[src/rtl/lgn_class_scheduler.sv]
// Sequencer for the logic-gate-network MNIST datapath: byte-wise image load, settle wait,
// class sweep over the shared popcount with arg-max. Define LGN_SCHED_MARGIN_EN for result_margin.
//
// state  | meaning
// LOAD   | accept input bytes, pulse x_shift per byte
// SETTLE | wait for the combinational net to settle
// SCORE  | sweep class_sel, sample score one cycle behind, track arg-max
// DONE   | hold result until the consumer takes it
module lgn_class_scheduler #(
    parameter int INPUT_BYTES   = 32,
    parameter int CLASSES       = 10,
    parameter int SCORE_W       = 9,
    parameter int SETTLE_CYCLES = 4,
    localparam int CLASS_W      = $clog2(CLASSES)
) (
    input  logic                clk,
    input  logic                rst_n,
    input  logic                in_valid,
    input  logic [7:0]          in_data,
    output logic                in_ready,
    output logic                x_shift,
    output logic [7:0]          x_byte,
    output logic [CLASS_W-1:0]  class_sel,
    input  logic [SCORE_W-1:0]  score,
    output logic                result_valid,
    input  logic                result_ready,
    output logic [CLASS_W-1:0]  result_class,
    output logic [SCORE_W-1:0]  result_score,
`ifdef LGN_SCHED_MARGIN_EN
    output logic [SCORE_W-1:0]  result_margin,
`endif
    output logic                busy
);

    localparam int CNT_W = (INPUT_BYTES > 1) ? $clog2(INPUT_BYTES) : 1;
    localparam int SET_W = $clog2(SETTLE_CYCLES + 1);
    localparam int PH_W  = $clog2(CLASSES + 1);

    typedef enum logic [1:0] {
        ST_LOAD,
        ST_SETTLE,
        ST_SCORE,
        ST_DONE
    } state_t;

    state_t               state;
    logic [CNT_W-1:0]     byte_cnt;
    logic [SET_W-1:0]     settle_cnt;
    logic [PH_W-1:0]      phase;
    logic [SCORE_W-1:0]   best_score;
    logic [CLASS_W-1:0]   best_class;
    logic [SCORE_W-1:0]   nxt_best_score;
    logic [CLASS_W-1:0]   nxt_best_class;
    logic [CLASS_W-1:0]   sample_class;
`ifdef LGN_SCHED_MARGIN_EN
    logic [SCORE_W-1:0]   second_score;
    logic [SCORE_W-1:0]   nxt_second;
`endif

    assign in_ready = (state == ST_LOAD);

    // phase k (1..CLASSES) carries the registered score of class k-1
    assign sample_class = CLASS_W'(phase - PH_W'(1));

    always_comb begin
        nxt_best_score = best_score;
        nxt_best_class = best_class;
        if (phase == PH_W'(1)) begin
            nxt_best_score = score;
            nxt_best_class = '0;
        end else if (score > best_score) begin
            nxt_best_score = score;
            nxt_best_class = sample_class;
        end
    end

`ifdef LGN_SCHED_MARGIN_EN
    always_comb begin
        nxt_second = second_score;
        if (phase == PH_W'(1))
            nxt_second = '0;
        else if (score > best_score)
            nxt_second = best_score;
        else if (score > second_score)
            nxt_second = score;
    end
`endif

    always_ff @(posedge clk or negedge rst_n) begin
        if (!rst_n) begin
            state        <= ST_LOAD;
            byte_cnt     <= '0;
            settle_cnt   <= '0;
            phase        <= '0;
            best_score   <= '0;
            best_class   <= '0;
            x_shift      <= 1'b0;
            x_byte       <= '0;
            class_sel    <= '0;
            result_valid <= 1'b0;
            result_class <= '0;
            result_score <= '0;
            busy         <= 1'b0;
`ifdef LGN_SCHED_MARGIN_EN
            second_score  <= '0;
            result_margin <= '0;
`endif
        end else begin
            x_shift <= 1'b0;
            case (state)
                ST_LOAD: begin
                    if (in_valid) begin
                        x_shift <= 1'b1;
                        x_byte  <= in_data;
                        if (byte_cnt == CNT_W'(INPUT_BYTES - 1)) begin
                            byte_cnt   <= '0;
                            settle_cnt <= SET_W'(SETTLE_CYCLES);
                            busy       <= 1'b1;
                            state      <= ST_SETTLE;
                        end else begin
                            byte_cnt <= byte_cnt + CNT_W'(1);
                        end
                    end
                end
                ST_SETTLE: begin
                    if (settle_cnt == '0) begin
                        class_sel <= '0;
                        phase     <= '0;
                        state     <= ST_SCORE;
                    end else begin
                        settle_cnt <= settle_cnt - SET_W'(1);
                    end
                end
                ST_SCORE: begin
                    if (class_sel != CLASS_W'(CLASSES - 1))
                        class_sel <= class_sel + CLASS_W'(1);
                    phase <= phase + PH_W'(1);
                    if (phase != '0) begin
                        best_score <= nxt_best_score;
                        best_class <= nxt_best_class;
`ifdef LGN_SCHED_MARGIN_EN
                        second_score <= nxt_second;
`endif
                    end
                    if (phase == PH_W'(CLASSES)) begin
                        result_class <= nxt_best_class;
                        result_score <= nxt_best_score;
`ifdef LGN_SCHED_MARGIN_EN
                        result_margin <= nxt_best_score - nxt_second;
`endif
                        result_valid <= 1'b1;
                        busy         <= 1'b0;
                        state        <= ST_DONE;
                    end
                end
                ST_DONE: begin
                    if (result_ready) begin
                        result_valid <= 1'b0;
                        state        <= ST_LOAD;
                    end
                end
                default: state <= ST_LOAD;
            endcase
        end
    end

endmodule

[config.mk]
export PLATFORM = sky130hd
export DESIGN_NAME = lgn_class_scheduler
export DESIGN_NICKNAME = d
export VERILOG_FILES = /design/src/rtl/lgn_class_scheduler.sv
export SDC_FILE = /design/constraint.sdc
export NUM_CORES = 1
export LEC_CHECK = 0
export CAP_MARGIN = 20
export CORE_ASPECT_RATIO = 0.7
export CORE_UTILIZATION = 53
export CTS_BUF_LIST = sky130_fd_sc_hd__clkbuf_4 sky130_fd_sc_hd__clkbuf_8
export CTS_CLUSTER_SIZE = 20
export DETAILED_ROUTE_END_ITERATION = 12
export GPL_TIMING_DRIVEN = 0
export PLACE_DENSITY = 0.8
export SYNTH_ARGS = -nofsm -noshare
export SYNTH_HDL_FRONTEND = slang
export SYNTH_SLANG_ARGS = --single-unit
[constraint.sdc]
create_clock -name clk -period 5.8 [get_ports clk]
set_input_delay 1.16 -clock clk [delete_from_list [all_inputs] [get_ports clk]]
set_output_delay 1.16 -clock clk [all_outputs]
set_load 0.005 [all_outputs]
==> results_dict.tcl, run 1 <==
set metrics [dict create \
    crit_chain "clkdlybuf4s50_1 > ha_1 > nand4_2 > or3_4 > and4_4 > buf_6 > a2111oi_4 > buf_6 > mux2_4" \
    critPathKind "input port to flip-flop" \
    syn_area_um2 3000 \
    rows 22 \
    crit_required_ns 6.00 \
    crit_arrival_ns 3.86 \
    synth_top_area_cell "dfrtp_1" \
    worstHoldPathType "flip-flop to flip-flop" \
    wl_um 6350 \
    netlist_top_cells_count "55 x dfrtp_1, 28 x o21ai_0, 27 x inv_1" \
    synth_area_per_cell_um2 10.3 \
    max_stage_delay_ns 0.48 \
    hold_ws_ns 0.503 \
    ioPinCount 50 \
    p_switching_w 0.000697 \
    period_minus_slack_ns 3.66 \
    clk_pin_slew_worst_paths_ns 0.09 \
    share_seq_of_total_power 0.350 \
    viasPerCell 5.68 \
    setup_violations 0 \
    fin_skew_ns 0.00980 \
    die_height_um 65.0 \
    drc_errors 0 \
    fmax_ghz 0.273 \
    finalPower_w 0.00172 \
    rsz0062_at_grt "no" \
    critPathMaxFanout 10 \
    grt_max_degree 35 \
    ys_types 41 \
    clkSinkCount 55 \
    cts_buffer_depth 2 \
    area.growth.synth_to_final_pct 23.2 \
    leakage_nw 1.61 \
    crit_start "score[7]" \
    ant_nets 0 \
    portBuffers 49 \
    run_status "completed" \
    core_region_area_um2 5340 \
    grt_pass1_vias 2310 \
    htree_levels 2 \
    synth_seq_cells 55 \
    slew_headroom 0.454 \
    place_hpwl_um 4620 \
    setup_tns_ns 0 \
    synth_area_leaders "dfrtp_1 46%, ha_1 10%, mux2_2 4.9%" \
    cts-buffers-inserted 5 \
    antenna_found_initial 0 \
    insertion_delay_ns 0.31 \
    ctsHoldBuffers 0 \
    synth_enable_flop_cells 0 \
    start_util 0.562 \
    cp_common_cell "buf_6" \
    drive_gt1_frac 0.112 \
    grt_pass1_wl_um 10800 \
    r2r-start "best_score[8]$_DFFE_PN0P_" \
    grt_overflow_total 0 \
    cts.repair.resized 0 \
    switching_share 0.406 \
    seq_area_frac_synth 0.459 \
    ys.flop_type "dfrtp_1" \
    powerDensity_nw_per_um2 464 \
    cts_tree "yes" \
    drt_iter0_markers 135 \
    fin_crit_sh 0.631 \
    finalHoldViolCount 0 \
    ys_warn_count 0 \
    p_clk_frac 0.127 \
    place_congestion 0.791 \
    num_antenna_cells 0 \
    intPower_w 0.00102 \
    combinationalPowerShare 0.523 \
    end_kind "flip-flop" \
    critical_path_buf_inv_count 3 \
    fp.dieW_um 92.0 \
    syn_nets 336 \
    yosys.area.top_type_share 0.459 \
    firstDrtPassIters 4 \
    wire_per_inst_um 15.1 \
    cts_setup_buffers 0 \
    yosysMostFrequentCell "dfrtp_1" \
    drv_slew 0 \
    critPathLaunchType "input port" \
    die_area_um2 5970 \
    slowest_stage "clkdlybuf4s50_1" \
    peakVddDrop_mv 0.233 \
    fin_nets 393 \
    vias 2390 \
    async_flop_share 1.00 \
    maxCapViolCount 0 \
    grtUsageTotal 0.232 \
    hp-start "result_class[2]$_DFFE_PN0P_" \
    cts_root_buffer "clkbuf_8" \
    tightest_slew_ns 0.819 \
    crit_family "buffers and inverters" \
    syn_inst 291 \
]
==> path summary, 6_finish.rpt <==
check                           cells after the start                           to  slack, ns
worst min-delay path                                2  result_class[2]$_DFFE_PN0P_       0.50
worst max-delay path                                9    best_score[6]$_DFFE_PN0P_       2.14
worst min register to register                      2  result_class[2]$_DFFE_PN0P_       0.50
max in group asynchronous                           2    best_score[0]$_DFFE_PN0P_       4.29
worst max register to register                      9    best_score[6]$_DFFE_PN0P_       3.08
min in group asynchronous                           1  result_score[7]$_DFFE_PN0P_       0.94
==> registers in the layout, summed over array words and instances (netlist names) <==
signal        cells
best_class        4
best_score        9
busy              1
byte_cnt          5
class_sel         4
phase             4
result_class      4
result_score      9
result_valid      1
settle_cnt        3
state             2
x_byte            8
x_shift           1
==> worst min-delay path, cell delays in order, from the launching register on <==
cell and delay [ns]:
dfrtp_1 0.35, nand2_1 0.05, o311ai_0 0.07
==> metrics by stage <==
| stage | worst slack, ns | area, µm² | utilization | std cells |
|---|---|---|---|---|
| final | 2.14 | 3700 | 0.693 | 421 |
| after global routing | 2.03 | 3700 | 0.693 | 421 |
| after CTS | 2.17 | 3700 | 0.693 | 421 |
| after detailed placement | 1.84 | 3600 | 0.675 | 413 |
| after global placement | 1.86 | 3580 | 0.671 | 412 |
| after floorplan | 2.52 | 3000 | - | 291 |
==> power by group through the flow <==
| stage | Combinational, W | Clock (W) | Sequential [W] |
|---|---|---|---|
| 2_1_floorplan | 0.000614 | 0 | 0.000589 |
| 4_1_cts | 0.000898 | 0.000223 | 0.000601 |
| 6_report | 0.000897 | 0.000218 | 0.000601 |
| 3_5_place_dp | 0.000890 | 0 | 0.000608 |
| 5_1_grt | 0.00100 | 0.000238 | 0.000618 |
| 3_3_place_gp | 0.000851 | 0 | 0.000602 |
==> metal layers <==
| metal | GRT usage | routed length [µm] |
|---|---|---|
| met5 | 0 | 0 |
| met4 | 0.0645 | 57 |
| met3 | 0.0458 | 286 |
| met2 | 0.355 | 2790 |
| met1 | 0.335 | 3210 |
==> final cells by class <==
cell class / count / area (µm²)
flip-flops and latches: 55 / 1380
multi-input cells: 198 / 1470
fillers: 420 / 1640
clock inverters: 3 / 25.0
clock buffers: 5 / 68.8
plain buffers: 11 / 56.3
repair buffers: 50 / 513
inverters: 27 / 101
well taps: 72 / 90.1
==> layout by cell type, fill, tap and decap left out, types with 4 or more instances in the layout <==
master / n
a31oi_1: 9
nand3_1: 12
clkbuf_1: 9
clkdlybuf4s50_1: 48
a22o_1: 5
a21oi_1: 6
mux2_2: 13
and3_1: 4
o32ai_1: 4
o21ai_0: 28
dfrtp_1: 55
nor2_1: 17
ha_1: 24
o211ai_1: 5
nand4_1: 5
or2_2: 4
o311ai_0: 5
nand2_1: 21
nor3_1: 4
inv_1: 27
mux2_4: 6
clkbuf_8: 5
==> kinds of logic (layout without fill, tap and decap cells) <==
family | count (synthesis) | count (layout) | share of synthesized area
and+or+nand+nor | 74 | 74 | 0.122
xor gates and xnor gates | 2 | 2 | 0.00584
AOI/OAI and AO/OA | 77 | 77 | 0.175
DFF | 55 | 55 | 0.459
buffers and inverters | 38 | 96 | 0.0525
muxes | 21 | 21 | 0.0855
adders and majority gates | 24 | 24 | 0.100
Power figures use the tool's default switching activity.
==> run 2: changes to the inputs <==
Clock period 5.8 ns to 3.78 ns, I/O delays scaled along.
==> results of run 2 <==
Same layout as run 1 (identical final DEF). Status: completed.
Among the figures that moved: setup slack after placement 1.84 ns -> 0.223 ns; setup slack after layout 2.14 ns -> 0.522 ns; register-to-register setup slack 3.08 ns -> 1.06 ns; total power 0.00172 W -> 0.00263 W; worst IR drop on VDD 0.233 mV -> 0.358 mV
==> run 3: changes to the inputs <==
Settings changed: SLEW_MARGIN from default to 20.
==> run 3 against run 2 <==
Compared with the run above:
- highest routed layer unchanged
- hold slack worse by 0.028 ns
- largest cell class unchanged
- clock skew is 0.0041 ns higher
- die area unchanged
- non-clock buffer count shrank 1
- combinational power is essentially flat
- critical endpoint unchanged
- register-to-register slack gained 0.03 ns
==> results_dict.tcl, run 3 (same netlist as run 1, synthesis figures left out) <==
set metrics [dict create \
    finalHoldViolCount 0 \
    htree_levels 2 \
    drv_slew 0 \
    maxCapViolCount 0 \
    clkSinkCount 55 \
    fin_skew_ns 0.0139 \
    firstDrtPassIters 4 \
    antenna_found_initial 0 \
    p_switching_w 0.00107 \
    wire_per_inst_um 14.8 \
    peakVddDrop_mv 0.390 \
    p_clk_frac 0.129 \
    drive_gt1_frac 0.109 \
    viasPerCell 5.63 \
    place_hpwl_um 4490 \
    crit_required_ns 3.98 \
    finalCoreUtilization 0.688 \
    portBuffers 49 \
    die_area_um2 5970 \
    cts_setup_buffers 0 \
    powerDensity_nw_per_um2 716 \
    vias 2363 \
    critical_path_buf_inv_count 3 \
    ctsHoldBuffers 0 \
    grt_overflow_total 0 \
    ant_nets 0 \
    cts_root_buffer "clkbuf_8" \
    worstHoldPathType "input port to async pin" \
    combinationalPowerShare 0.520 \
    setup_violations 0 \
    final_cell_mix "55 x dfrtp_1, 48 x clkdlybuf4s50_1, 28 x o21ai_0" \
    crit_chain "clkdlybuf4s50_1 > ha_1 > nand4_2 > or3_4 > and4_4 > buf_6 > a2111oi_4 > buf_6 > mux2_4" \
    wl_um 6230 \
    end_kind "flip-flop" \
    critPathMaxFanout 10 \
    tightest_slew_ns 0.726 \
    clk_pin_slew_worst_paths_ns 0.10 \
    fmax_ghz 0.311 \
    drc_errors 0 \
    fin_crit_sh 0.851 \
    die_height_um 65.0 \
    cp_common_cell "buf_6" \
    leakage_nw 1.60 \
    insertion_delay_ns 0.31 \
    core_region_area_um2 5340 \
    rsz0062_at_grt "no" \
    grt_max_degree 56 \
    intPower_w 0.00156 \
    rows 22 \
    max_stage_delay_ns 0.47 \
    fin_nets 392 \
    dp_slack_ns 0.225 \
    grt_pass1_wl_um 10600 \
    design_area_um2 3670 \
    slew_headroom 0.511 \
    grtUsageTotal 0.227 \
    period_minus_slack_ns 3.22 \
    start_util 0.562 \
    run_status "completed" \
    drt_iter0_markers 164 \
    switching_share 0.407 \
    cts_tree "yes" \
    crit_family "buffers and inverters" \
    cts-buffers-inserted 5 \
    crit_arrival_ns 3.41 \
    share_seq_of_total_power 0.351 \
    grt_pass1_vias 2243 \
    num_antenna_cells 0 \
    dpl_cell_area_um2 3580 \
    slowest_stage "clkdlybuf4s50_1" \
    ioPinCount 50 \
    fp.dieW_um 92.0 \
    cts_buffer_depth 2 \
    area.growth.synth_to_final_pct 22.4 \
    cts.repair.resized 0 \
    setup_tns_ns 0 \
    finalWorstSetupSlack_ns 0.565 \
    place_congestion 0.791 \
    mostFrequentLayoutCell "dfrtp_1" \
    reg_top3 "best_score (9), result_score (9), x_byte (8)" \
    critPathLaunchType "input port" \
    critPathKind "input port to flip-flop" \
]
==> run 3: cell count changes in the layout (fill, tap and decap cells not counted), sizes merged <==
| cell | before | now |
|---|---|---|
| buf | 4 | 3 |
==> run 3: metrics by stage <==
step           cells  hold slack (ns)  total power, W
4_1_cts          420            0.507         0.00264
3_5_place_dp     412            0.485         0.00229
3_3_place_gp     412            0.486         0.00223
6_report         420            0.475         0.00263
5_1_grt          420            0.537         0.00285
2_1_floorplan    291            0.460         0.00185
==> run 3: metal layers <==
metal | track usage | vias to the layer above | wire [µm] | share of wire
met4 | 0.0566 | 0 | 54 | 0.0087
met1 | 0.326 | 1135 | 3160 | 0.51
met2 | 0.354 | 59 | 2710 | 0.44
li1 | - | 1163 | - | -
met5 | 0 | - | 0 | 0
met3 | 0.0458 | 6 | 299 | 0.048
==> run 3: cell type report <==
type | count | area [µm²]
fillers | 424 | 1670
multi-input cells | 198 | 1470
flip-flops and latches | 55 | 1380
repair buffers | 49 | 488
inverters | 27 | 101
well taps | 72 | 90.1
clock buffers | 5 | 68.8
plain buffers | 11 | 56.3
clock inverters | 3 | 25.0
==> run 3: path summary, 6_finish.rpt <==
check	slack (ns)	cells after the start	startpoint	endpoint
worst max register to register	1.09	9	best_score[7]$_DFFE_PN0P_	best_score[6]$_DFFE_PN0P_
worst min register to register	0.50	2	result_class[2]$_DFFE_PN0P_	result_class[2]$_DFFE_PN0P_
worst min-delay path	0.47	1	rst_n	result_score[7]$_DFFE_PN0P_
min in group clk	0.50	2	result_class[2]$_DFFE_PN0P_	result_class[2]$_DFFE_PN0P_
max in group asynchronous	2.84	1	rst_n	best_class[1]$_DFFE_PN0P_
worst max-delay path	0.56	9	score[7]	best_score[6]$_DFFE_PN0P_
==> run 3: power groups by stage <==
stage | sequential [W] | combinational, W | clock (W)
after global routing | 0.000949 | 0.00154 | 0.000366
after detailed placement | 0.000932 | 0.00136 | 0
after CTS | 0.000922 | 0.00137 | 0.000343
final | 0.000923 | 0.00137 | 0.000339
after floorplan | 0.000903 | 0.000943 | 0
after global placement | 0.000924 | 0.00131 | 0
==> run 3: worst reg2reg max path: cells and delay by family, from the launching register on <==
family / cells / cell delay (ns)
adder cells (fa/ha/maj): 1 / 0.31
buffers and inverters: 3 / 0.44
flip-flops: 1 / 0.38
AND/OR/NAND/NOR: 3 / 0.72
multiplexers: 1 / 0.31
AO/OA/AOI/OAI: 1 / 0.44
